--- config.mk ---
export PLATFORM = sky130hd
export DESIGN_NAME = nand_chain_arbiter
export DESIGN_NICKNAME = d
export VERILOG_FILES = /design/src/rtl/nand_chain_pkg.sv /design/src/rtl/nand_chain_datapath.sv /design/src/rtl/nand_chain_arbiter.sv
export SDC_FILE = /design/constraint.sdc
export NUM_CORES = 1
export LEC_CHECK = 0
export ABC_AREA = 1
export BUFFER_PORTS_ARGS = -buffer_cell sky130_fd_sc_hd__buf_2
export CAP_MARGIN = 25
export CORE_MARGIN = 3
export CORE_UTILIZATION = 45
export DETAILED_ROUTE_END_ITERATION = 7
export GPL_ROUTABILITY_DRIVEN = 0
export PLACE_DENSITY = 0.81
export SLEW_MARGIN = 40
export SYNTH_ARGS = -nofsm -noshare
export SYNTH_HDL_FRONTEND = slang
export SYNTH_SLANG_ARGS = --single-unit
--- constraint.sdc ---
create_clock -name clk -period 2.69 [get_ports clk]
set_input_delay 0.538 -clock clk [delete_from_list [all_inputs] [get_ports clk]]
set_output_delay 0.538 -clock clk [all_outputs]
set_load 0.1 [all_outputs]
--- src/rtl/nand_chain_pkg.sv ---
// Shared constants and FSM state encoding for the cascaded-NAND arbiter.
package nand_chain_pkg;

    localparam int DATA_WIDTH = 8;
    localparam int NUM_REQ    = 3;

    typedef enum logic [1:0] {
        IDLE = 2'd0,
        EXEC = 2'd1,
        RESP = 2'd2
    } state_e;

endpackage

--- src/rtl/nand_chain_datapath.sv ---
// Two-stage bitwise NAND cascade: d = ~(a & b), e = ~(c & d).
module nand_chain_datapath
    import nand_chain_pkg::*;
#(
    parameter int WIDTH = DATA_WIDTH
) (
    input  logic [WIDTH-1:0] a,
    input  logic [WIDTH-1:0] b,
    input  logic [WIDTH-1:0] c,
    output logic [WIDTH-1:0] d,
    output logic [WIDTH-1:0] e
);

    logic [WIDTH-1:0] d_s;

    // Second stage consumes the first-stage result directly
    always_comb begin
        d_s = ~(a & b);
        d   = d_s;
        e   = ~(c & d_s);
    end

endmodule

--- src/rtl/nand_chain_arbiter.sv ---
// Round-robin arbiter sharing one NAND-cascade datapath among N_REQ requesters
// through an IDLE -> EXEC -> RESP transaction.
module nand_chain_arbiter
    import nand_chain_pkg::*;
#(
    parameter int WIDTH = DATA_WIDTH,
    parameter int N_REQ = NUM_REQ
) (
    input  logic                   clk,
    input  logic                   rst_n,
    input  logic [N_REQ-1:0]       req_valid,
    output logic [N_REQ-1:0]       req_ready,
    input  logic [N_REQ*WIDTH-1:0] req_a,
    input  logic [N_REQ*WIDTH-1:0] req_b,
    input  logic [N_REQ*WIDTH-1:0] req_c,
    output logic                   resp_valid,
    input  logic                   resp_ready,
    output logic [WIDTH-1:0]       resp_d,
    output logic [WIDTH-1:0]       resp_e,
    output logic [1:0]             resp_id,
    output logic                   busy
);

    localparam logic [1:0] LAST_RST = 2'(N_REQ - 1);

    state_e           state_q, state_d;
    logic [1:0]       last_grant_q, last_grant_d;
    logic [WIDTH-1:0] a_q, a_d, b_q, b_d, c_q, c_d;
    logic [WIDTH-1:0] d_q, d_d, e_q, e_d;
    logic [1:0]       id_q, id_d;
    logic             valid_q, valid_d;
    logic             busy_q, busy_d;
    logic [2:0]       pick_s;
    logic [N_REQ-1:0] grant_s;
    logic [WIDTH-1:0] sel_a_s, sel_b_s, sel_c_s;
    logic [WIDTH-1:0] dp_d_s, dp_e_s;

    // Returns {found, index}: first valid requester after 'last', wrapping around.
    function automatic logic [2:0] rr_pick(input logic [N_REQ-1:0] valid,
                                           input logic [1:0]       last);
        logic [2:0] res;
        logic [1:0] cand;
        res = 3'b000;
        for (int k = N_REQ; k >= 1; k--) begin
            cand = 2'((int'(last) + k) % N_REQ);
            if (valid[cand]) begin
                res = {1'b1, cand};
            end else begin
                res = res;
            end
        end
        return res;
    endfunction

    nand_chain_datapath #(.WIDTH(WIDTH)) u_datapath (
        .a (a_q),
        .b (b_q),
        .c (c_q),
        .d (dp_d_s),
        .e (dp_e_s)
    );

    // Grant selection, operand capture and next-state logic
    always_comb begin
        pick_s       = rr_pick(req_valid, last_grant_q);
        grant_s      = '0;
        state_d      = state_q;
        last_grant_d = last_grant_q;
        a_d          = a_q;
        b_d          = b_q;
        c_d          = c_q;
        d_d          = d_q;
        e_d          = e_q;
        id_d         = id_q;
        valid_d      = valid_q;
        busy_d       = busy_q;
        sel_a_s      = '0;
        sel_b_s      = '0;
        sel_c_s      = '0;
        for (int i = 0; i < N_REQ; i++) begin
            sel_a_s = sel_a_s | (req_a[i*WIDTH +: WIDTH] & {WIDTH{pick_s[1:0] == 2'(i)}});
            sel_b_s = sel_b_s | (req_b[i*WIDTH +: WIDTH] & {WIDTH{pick_s[1:0] == 2'(i)}});
            sel_c_s = sel_c_s | (req_c[i*WIDTH +: WIDTH] & {WIDTH{pick_s[1:0] == 2'(i)}});
        end
        case (state_q)
            IDLE: begin
                if (pick_s[2]) begin
                    grant_s[pick_s[1:0]] = 1'b1;
                    last_grant_d         = pick_s[1:0];
                    id_d                 = pick_s[1:0];
                    a_d                  = sel_a_s;
                    b_d                  = sel_b_s;
                    c_d                  = sel_c_s;
                    busy_d               = 1'b1;
                    state_d              = EXEC;
                end else begin
                    state_d = IDLE;
                end
            end
            EXEC: begin
                d_d     = dp_d_s;
                e_d     = dp_e_s;
                valid_d = 1'b1;
                state_d = RESP;
            end
            RESP: begin
                if (resp_ready) begin
                    valid_d = 1'b0;
                    busy_d  = 1'b0;
                    state_d = IDLE;
                end else begin
                    state_d = RESP;
                end
            end
            default: begin
                valid_d = 1'b0;
                busy_d  = 1'b0;
                state_d = IDLE;
            end
        endcase
    end

    // Reset forces the grant low even while requesters are already asserting valid
    assign req_ready = grant_s & {N_REQ{rst_n}};

    // State, operand and result registers
    always_ff @(posedge clk or negedge rst_n) begin
        if (!rst_n) begin
            state_q      <= IDLE;
            last_grant_q <= LAST_RST;
            a_q          <= '0;
            b_q          <= '0;
            c_q          <= '0;
            d_q          <= '0;
            e_q          <= '0;
            id_q         <= 2'd0;
            valid_q      <= 1'b0;
            busy_q       <= 1'b0;
        end else begin
            state_q      <= state_d;
            last_grant_q <= last_grant_d;
            a_q          <= a_d;
            b_q          <= b_d;
            c_q          <= c_d;
            d_q          <= d_d;
            e_q          <= e_d;
            id_q         <= id_d;
            valid_q      <= valid_d;
            busy_q       <= busy_d;
        end
    end

    assign resp_valid = valid_q;
    assign resp_d     = d_q;
    assign resp_e     = e_q;
    assign resp_id    = id_q;
    assign busy       = busy_q;

endmodule

### After elaboration in Yosys (flattened, before gate mapping)

Cells that the tools add are included.

| storage, ports and cells | value |
|---|---|
| bits in registers | 48 |
| input bits | 78 |
| output and inout bits | 23 |

| operators by class | value |
|---|---|
| add/sub/neg operators | 3 |
| divide/modulo/power cells | 3 |
| magnitude comparators | 5 |
| eq/ne operators | 6 |
| mux-type cells | 20 |
| bitwise gates (word level) | 22 |
| reductions and logical operators | 6 |

Operator list:

| cell | number |
|---|---|
| modulo 32 x 3 -> 32 bit (second input constant) | 3 |
| bitwise AND 8 bit | 11 |
| bitwise OR 8 bit | 6 |
| inverter 8 bit | 2 |
| 2-to-1 mux 3 bit | 5 |
| less-than comparator 2 x 3 -> 1 bit (second input constant) | 4 |
| 2-to-1 mux 1 bit | 7 |
| adder 2 x 2 -> 3 bit (second input constant) | 2 |
| binary-select mux 1 bit (select 2 bit) | 3 |
| case mux 1 bit (3 select lines) | 2 |
| case mux 2 bit (3 select lines) | 1 |
| == test 2 x 1 -> 1 bit (second input constant) | 2 |
| == test 2 bit (second input constant) | 2 |
| logical NOT 2 bit | 2 |
| != test 2 bit (second input constant) | 2 |
| AND reduction 2 bit | 2 |
| adder 2 x 1 -> 3 bit (second input constant) | 1 |
| bitwise AND 3 bit | 1 |
| AND reduction 3 bit | 1 |
| demux 1 bit (select 2 bit) | 1 |
| >= comparator 2 x 1 -> 1 bit (second input constant) | 1 |
| 2-to-1 mux 2 bit | 1 |
| inverter 1 bit | 2 |
| logical AND 1 bit | 1 |

### Logic depth before layout (Yosys ltp)

Gate-level depths: netlist of the first run.

| depth | value |
|---|---|
| depth in word-level cells | 14 |
| depth in mapped cells | 14 |
| depth with buffers taken out | 13 |

### Modules after synthesis

A second synthesis of the first run with hierarchy kept.

| second synthesis, totals | value |
|---|---|
| cell total of the unflattened synthesis | 380 |
| area, all modules | 2880.3 um^2 |

By module, submodules not included:

| module | times used | cells each | area an instance (um^2) |
|---|---|---|---|
| nand_chain_arbiter | 1 | 364 | 2780.2 |
| nand_chain_datapath | 1 | 16 | 100.1 |

### Worst setup path after synthesis of the first run

Ideal clock, no wire load.

| timing path | value |
|---|---|
| path type | flip-flop to output port |
| start point | register last_grant_q[1] |
| end point | output port req_ready[0] |
| arrival time | 3.571 ns |
| path slack | -1.419 ns |
| stages on the path, launching flop included | 10 |
| path buffers | 1 |
| path through | dfstp_2 > ha_1 > inv_2 > nand2_1 > nand2_2 > nand3_2 > nand2_8 > buf_6 > nand2_1 > nor3_1 |

| between the ends | value |
|---|---|
| longest elaborated chain between the ends | 14 |
| elaborated cells between the ends (all ways) | 23 |

Ends and longest elaborated chain:

| what | line | text |
|---|---|---|
| start, declared | nand_chain_arbiter.sv:27 | `logic [1:0] last_grant_q, last_grant_d;` |
| start signal, assigned | nand_chain_arbiter.sv:141 | `last_grant_q <= last_grant_d;` |
| adder 2 x 2 -> 3 bit | nand_chain_arbiter.sv:45 | `cand = 2'((int'(last) + k) % N_REQ);` |
| modulo 32 x 3 -> 32 bit | nand_chain_arbiter.sv:45 |  |
| binary-select mux 1 bit (select 2 bit) | nand_chain_arbiter.sv:46 | `if (valid[cand]) begin` |
| 2-to-1 mux 1 bit (not written as such) | nand_chain_arbiter.sv:46 |  |
| 2-to-1 mux 3 bit (2 in a row) | nand_chain_arbiter.sv:46 |  |
| 2-to-1 mux 3 bit (*) | nand_chain_arbiter.sv:46 |  |
| less-than comparator 2 x 3 -> 1 bit (not written as such) / >= comparator 2 x 1 -> 1 bit (equally long branches) | nand_chain_arbiter.sv:88 | `grant_s[pick_s[1:0]] = 1'b1;` |
| logical AND 1 bit (not written as such) | nand_chain_arbiter.sv:88 |  |
| 2-to-1 mux 1 bit (not written as such) | nand_chain_arbiter.sv:88 |  |
| demux 1 bit (select 2 bit) | nand_chain_arbiter.sv:88 |  |
| 2-to-1 mux 3 bit (*) | nand_chain_arbiter.sv:87 | `if (pick_s[2]) begin` |
| 2-to-1 mux 3 bit (*) | nand_chain_arbiter.sv:85 | `case (state_q)` |
| bitwise AND 3 bit (*) | nand_chain_arbiter.sv:124 | `assign req_ready = grant_s & {N_REQ{rst_n}};` |
| end, declared | nand_chain_arbiter.sv:12 | `output logic [N_REQ-1:0] req_ready,` |

Every way passes the cells marked *; elsewhere a longest branch is shown, timed or not. The select of a mux whose other input is x is not followed.

### Worst setup path after layout of the first run

Ends and elaborated chain as after synthesis.

==> results.md, run 1 <==
- Status: complete, but fails checks
- Failing checks: negative setup slack
- CP Max Fanout: 3
- DR pass1 iterations: 5
- Yosys reg bits: 47
- Root Driver: clkbuf_8
- Worst-path clk slew: 0.09 ns
- Antenna violations before repair: 0
- Final hold slack: 0.342 ns
- CP Cell Sequence: ha_4 -> nand2_1 -> nand3_4 -> a21oi_4 -> nand2_4 -> nand2_8 -> nand2_2 -> nor3_4 -> buf_12
- Post-route insts no fill: 540
- Maximum clock rate: 370 MHz
- CP Buf/Inv Count: 1
- Number of flops mapped to enable cells by yosys: 0
- Core area: 5640 sq um
- Total CTS buffers: 5
- Grt total ovfl: 0
- ANT nets after route: 0
- Min-delay worst type: input port to async pin
- Post-Layout Inst Area: 3560 sq um
- Post-synthesis sequential area ratio: 43.7%
- CTS Hold Bufs: 0
- CP max stage delay: 0.58 ns
- Commonest cells in the netlist: nand2_1, nor2_1, dfrtp_1
- CP top delay family: simple AND/OR/NAND/NOR gates
- Top post-synthesis cells by area: dfrtp_1, nand2_1, nor2_1
- Std cell rows: 27
- Largest net degree at the start of global routing: 48
- TritonCTS clock tree: yes
- DR vias/cell: 5.27
- Critical Path Source Type: flip-flop
- Global Route Usage Sum: 21.8%
- Multi-input gate area: 1410 sq um
- PortBufs: 100
- Worst Path Required: 2.15 ns
- DR WL/cell: 14.6 microns
- Clock skew: 0.00575 ns
- Maximum capacitance violations: 0
- Yosys top cell area share: 42.8%
- Initial Util: 47.7%
- Clk_lat worst skew: 0.30 ns
- Ys async rst share: 100%
- Initial drt markers: 231
- Slowest cell on the critical path: dfstp_2
- First-pass GRT wire length: 12300 microns
- Crit path DAT: 2.17 ns
- Syn_nets: 439
- Register cell area after layout: 1180 sq um
- H-tree depth: 2
- Final Setup Violations: 1
- Synth unique cells: 27
- Die Y: 83.3 microns
- Number of global-route vias before repair: 2704
- Drt drc: 0
- Post-Syn Area per Cell: 7.54 sq um
- Cell Count Post-Placement: 521
- # IOs: 101
- Final hold vios: 0
- Die W: 83.3 microns
- Antenna Cells: 0
- Yosys warning count: 0
- Area Growth Syn to Fin: 32.5%
- Min setup slack post-route: -0.0163 ns
- Area leader, netlist: dfrtp_1
- Die area: 6940 sq um
- NumNets Final: 550
- Via Count: 2847
- Final-report max-slew violation count: 0
- DP Area: 3300 sq um
- Ys flop type: dfrtp_1
- Share of layout cells above drive strength 1: 35.3%
- RSZ-0062 raised after global routing: true
- FILL cells: 497
- Post-layout min period: 2.71 ns
- CTS sink count: 47
- Synth Instances: 357
- Post-DP HPWL: 5660 microns
- Count leader, synth: nand2_1
- Max Root-Sink Buffers: 2
- Fin crit share: 101%
- Worst-margin pin slew: 0.575 ns
- Worst slew margin: 61.6%
- Setup CP Type: flip-flop to output port
- Post-synthesis cell area: 2690 sq um
- Worst setup EP type: output port
- WL final: 7900 microns
flip-flops by register name, indices dropped and copies added, names as in the netlist:
register and cells:
a_q 8, b_q 8, busy 1, c_q 8, last_grant_q 2, resp_d 8, resp_e 8, resp_id 1
resp_valid 1, state_q 2
cells in the final DEF (no fill, tap or decap), drive strengths merged, types with 6 or more instances in the layout:
cell,netlist,final
a21o,8,8
a21oi,20,20
clkbuf,0,6
inv,16,16
nand2,94,94
buf,17,121
dfrtp,46,46
nand3,56,56
nor2,85,85
worst reg2reg max path: cells and delay by family, from the launching register on:
family / cells / cell delay, ns
AOI/OAI and AO/OA: 1 / 0.06
DFF: 1 / 0.58
and+or+nand+nor: 7 / 0.74
buffers and inverters: 4 / 0.63
adders and majority gates: 1 / 0.21
kinds of logic after synthesis:
logic type | count (synthesis) | share of synthesized area [%]
AO/OA/AOI/OAI | 33 | 7.07
adder cells (fa/ha/maj) | 4 | 1.86
buffers and inverters | 34 | 7.25
flip-flops | 47 | 43.7
AND/OR/NAND/NOR | 239 | 40.1
cell type report:
class,count,share of cell area [%]
clock buffers,6,2.04
clock inverters,1,0.842
inverters,17,1.93
multi-input cells,276,39.6
flip-flops and latches,47,33.0
well taps,72,2.53
repair buffers,121,20.1
routing by layer:
layer	GRT usage, %	vias up	part of all wire, %
met1	27.6	1312	42
met4	7.88	0	2.2
li1	-	1358	-
met5	0	-	0
met3	3.57	24	8.3
met2	37.2	153	48
final timing paths:
path / start / end / slack, ns / depth (start not counted)
min reg2reg: c_q[3]$_DFFE_PN0P_ / resp_e[3]$_DFFE_PN0P_ / 0.45 / 1
min in group clk: c_q[3]$_DFFE_PN0P_ / resp_e[3]$_DFFE_PN0P_ / 0.45 / 1
max reg2reg: last_grant_q[1]$_DFFE_PN1P_ / c_q[0]$_DFFE_PN0P_ / 0.36 / 13
max: last_grant_q[1]$_DFFE_PN1P_ / req_ready[0] / -0.02 / 9
max in group asynchronous: rst_n / a_q[4]$_DFFE_PN0P_ / 1.97 / 2
min: rst_n / resp_d[2]$_DFFE_PN0P_ / 0.34 / 2
metrics by stage:
stage / worst slack (ns) / util, % / setup TNS [ns]
after floorplan: -0.165 / - / -0.165
final: -0.0163 / 63.2 / -0.0163
after detailed placement: 0.212 / 58.6 / 0
after CTS: -0.0200 / 62.1 / -0.0200
after global placement: 0.305 / 58.6 / 0
after global routing: -0.0889 / 63.2 / -0.148
timing repair:
item                                    4_1_cts  5_1_grt
pin swaps                                     3        7
endpoints found under the setup margin        3        3
gates resized for setup                       7       10
setup buffers                                 7        5
Power of run 1 is not shown: default switching activity piles up to over one toggle a cycle in this logic, so the estimate is an artifact.
==> inputs of run 2 (changes only) <==
--- a/config.mk
+++ b/config.mk
@@ -9,10 +9,10 @@
 export BUFFER_PORTS_ARGS = -buffer_cell sky130_fd_sc_hd__buf_2
 export CAP_MARGIN = 25
 export CORE_MARGIN = 3
-export CORE_UTILIZATION = 45
+export CORE_UTILIZATION = 49
 export DETAILED_ROUTE_END_ITERATION = 7
 export GPL_ROUTABILITY_DRIVEN = 0
-export PLACE_DENSITY = 0.81
+export PLACE_DENSITY = 0.87
 export SLEW_MARGIN = 40
 export SYNTH_ARGS = -nofsm -noshare
 export SYNTH_HDL_FRONTEND = slang
==> run 2 against run 1 <==
The run now ends clean. Die area fell by 7.6%. Register-to-register slack gained 0.06 ns. Non-clock buffer count fell by 6. First-iteration DRC count shrank 18%. Critical path type unchanged. Highest routed layer unchanged.
==> results.md, run 2 (same netlist as run 1, synthesis figures left out) <==
- Final hold slack: 0.328 ns (was 0.342 ns)
- Via Count: 2758 (was 2847)
- Post-layout min period: 2.61 ns (was 2.71 ns)
- Clk_lat worst skew: 0.30 ns (about the same)
- TritonCTS clock tree: yes (unchanged)
- Final hold vios: 0 (unchanged)
- Total CTS buffers: 5 (unchanged)
- ANT nets after route: 0 (unchanged)
- Std cell rows: 26 (was 27)
- RSZ-0062 raised after global routing: true (unchanged)
- Area Growth Syn to Fin: 31.5% (was 32.5%)
- WL final: 7480 microns (was 7900 microns)
- Initial Util: 51.7% (was 47.7%)
- Core area: 5200 sq um (was 5640 sq um)
- Crit path DAT: 2.08 ns (was 2.17 ns)
- NumNets Final: 544 (was 550)
- Initial drt markers: 190 (was 231)
- Worst Path Required: 2.15 ns (about the same)
- Drt drc: 0 (unchanged)
- DR WL/cell: 14.0 microns (was 14.6 microns)
- Min-delay worst type: input port to async pin (unchanged)
- PortBufs: 100 (unchanged)
- Dpl ws: 0.220 ns (was 0.212 ns)
- Worst R2R Path Depth: 12 (was 13)
- Final Setup Violations: 0 (was 1)
- Reg2reg setup slack: 0.42 ns (was 0.36 ns)
- H-tree depth: 2 (unchanged)
- Worst setup EP type: output port (unchanged)
- DR vias/cell: 5.17 (was 5.27)
- Max Root-Sink Buffers: 2 (unchanged)
- Worst-path clk slew: 0.09 ns (about the same)
- Maximum clock rate: 382 MHz (was 370 MHz)
- Reg2reg end: c_q[3]$_DFFE_PN0P_ (was c_q[0]$_DFFE_PN0P_)
- Status: finished clean (was complete, but fails checks)
- Global Route Usage Sum: 24.9% (was 21.8%)
- Antenna Cells: 0 (unchanged)
- CTS sink count: 47 (unchanged)
- Most frequent cells in the layout: buf_2, nand2_1, nor2_1 (unchanged)
- CP Cell Sequence: ha_4 -> inv_4 -> nand2_1 -> nand2_2 -> nand2_2 -> nand3b_1 -> nand2_2 -> nor3_4 -> buf_12 (was ha_4 -> nand2_1 -> nand3_4 -> a21oi_4 -> nand2_4 -> nand2_8 -> nand2_2 -> nor3_4 -> buf_12)
- Leading cell type in the layout, fill and taps excluded: buf_2 (unchanged)
- Maximum capacitance violations: 0 (unchanged)
- Worst slew margin: 62.1% (was 61.6%)
- CP Max Fanout: 5 (was 3)
- Grt total ovfl: 0 (unchanged)
- DR pass1 iterations: 4 (was 5)
- Min setup slack post-route: 0.0754 ns (was -0.0163 ns)
- Clock skew: 0.00515 ns (was 0.00575 ns)
- Largest net degree at the start of global routing: 52 (was 48)
- Final-report max-slew violation count: 0 (unchanged)
- Die area: 6420 sq um (was 6940 sq um)
- Most frequent CP cell: nand2_2
- CP max stage delay: 0.58 ns (about the same)
- Setup CP Type: flip-flop to output port (unchanged)
- Root Driver: clkbuf_8 (unchanged)
- Number of global-route vias before repair: 2575 (was 2704)
- Share of layout cells above drive strength 1: 34.8% (was 35.3%)
- First-pass GRT wire length: 12300 microns (about the same)
- Worst-margin pin slew: 0.569 ns (was 0.575 ns)
- Post-DP HPWL: 5530 microns (was 5660 microns)
- FILL cells: 428 (was 497)
- # IOs: 101 (unchanged)
- Die W: 80.1 microns (was 83.3 microns)
- Slowest cell on the critical path: dfstp_2 (unchanged)
- Critical Path Source Type: flip-flop (unchanged)
- Antenna violations before repair: 0 (unchanged)
- Worst r2r src: last_grant_q[1]$_DFFE_PN1P_ (unchanged)
- Die Y: 80.1 microns (was 83.3 microns)
- Fin crit share: 97.2% (was 101%)
[run 2: cell count changes in the layout (fill, tap and decap cells not counted), sizes merged]
cell / delta
buf: -6
bufinv: +1
[run 2: what timing repair did]
item	4_1_cts	5_1_grt
pin swaps	4	6
setup buffers	6	1
gates resized for setup	5	10
hold buffers	0	0
endpoints found under the setup margin	3	3
[run 2: metrics by stage]
| stage | cells | area (sq um) | setup TNS (ns) | util (%) |
|---|---|---|---|---|
| 2_1_floorplan | 357 | 2720 | -0.165 | - |
| 3_3_place_gp | 518 | 3290 | 0 | 63.3 |
| 3_5_place_dp | 518 | 3290 | 0 | 63.3 |
| 4_1_cts | 532 | 3510 | 0 | 67.4 |
| 5_1_grt | 533 | 3540 | -0.0322 | 68.0 |
| 6_report | 533 | 3540 | 0 | 68.0 |
[run 2: area by class of cell]
class                           instances  area [sq um]  share of cell area, %
Tap cell                               70          87.6                   2.47
Clock buffer                            6          72.6                   2.05
Sequential cell                        47          1180                   33.3
Inverter                               17          68.8                   1.94
Clock inverter                          2          60.1                   1.70
Timing Repair Buffer                  115           671                   18.9
Multi-Input combinational cell        276          1400                   39.6
[run 2: worst max-delay path by stage]
stage / startpoint / endpoint / slack [ns] / cells past startpoint
after floorplan: last_grant_q[1]$_DFFE_PN1P_ / req_ready[0] / -0.16 / 9
after global placement: last_grant_q[1]$_DFFE_PN1P_ / req_ready[0] / 0.31 / 9
after detailed placement: last_grant_q[0]$_DFFE_PN0P_ / req_ready[0] / 0.22 / 10
after CTS: last_grant_q[1]$_DFFE_PN1P_ / req_ready[0] / 0.0007 / 10
after global routing: last_grant_q[1]$_DFFE_PN1P_ / req_ready[0] / -0.03 / 10
final: last_grant_q[1]$_DFFE_PN1P_ / req_ready[0] / 0.08 / 9
[run 2: worst max-delay path: cells and delay by family (launching register included)]
family | cells | cell delay, ns
AND/OR/NAND/NOR | 6 | 0.70
flip-flops | 1 | 0.58
buffers and inverters | 2 | 0.28
adder cells (fa/ha/maj) | 1 | 0.22
[run 2: per-layer routing]
metal  track usage, %  vias up  routed length, microns
met1             34.1     1256                    2990
met2             39.8      131                    3660
met4             7.94        0                     123
li1                 -     1355                       -
met5                0        -                       0
met3             4.82       16                     705
Power of run 2 is left out for the same reason.
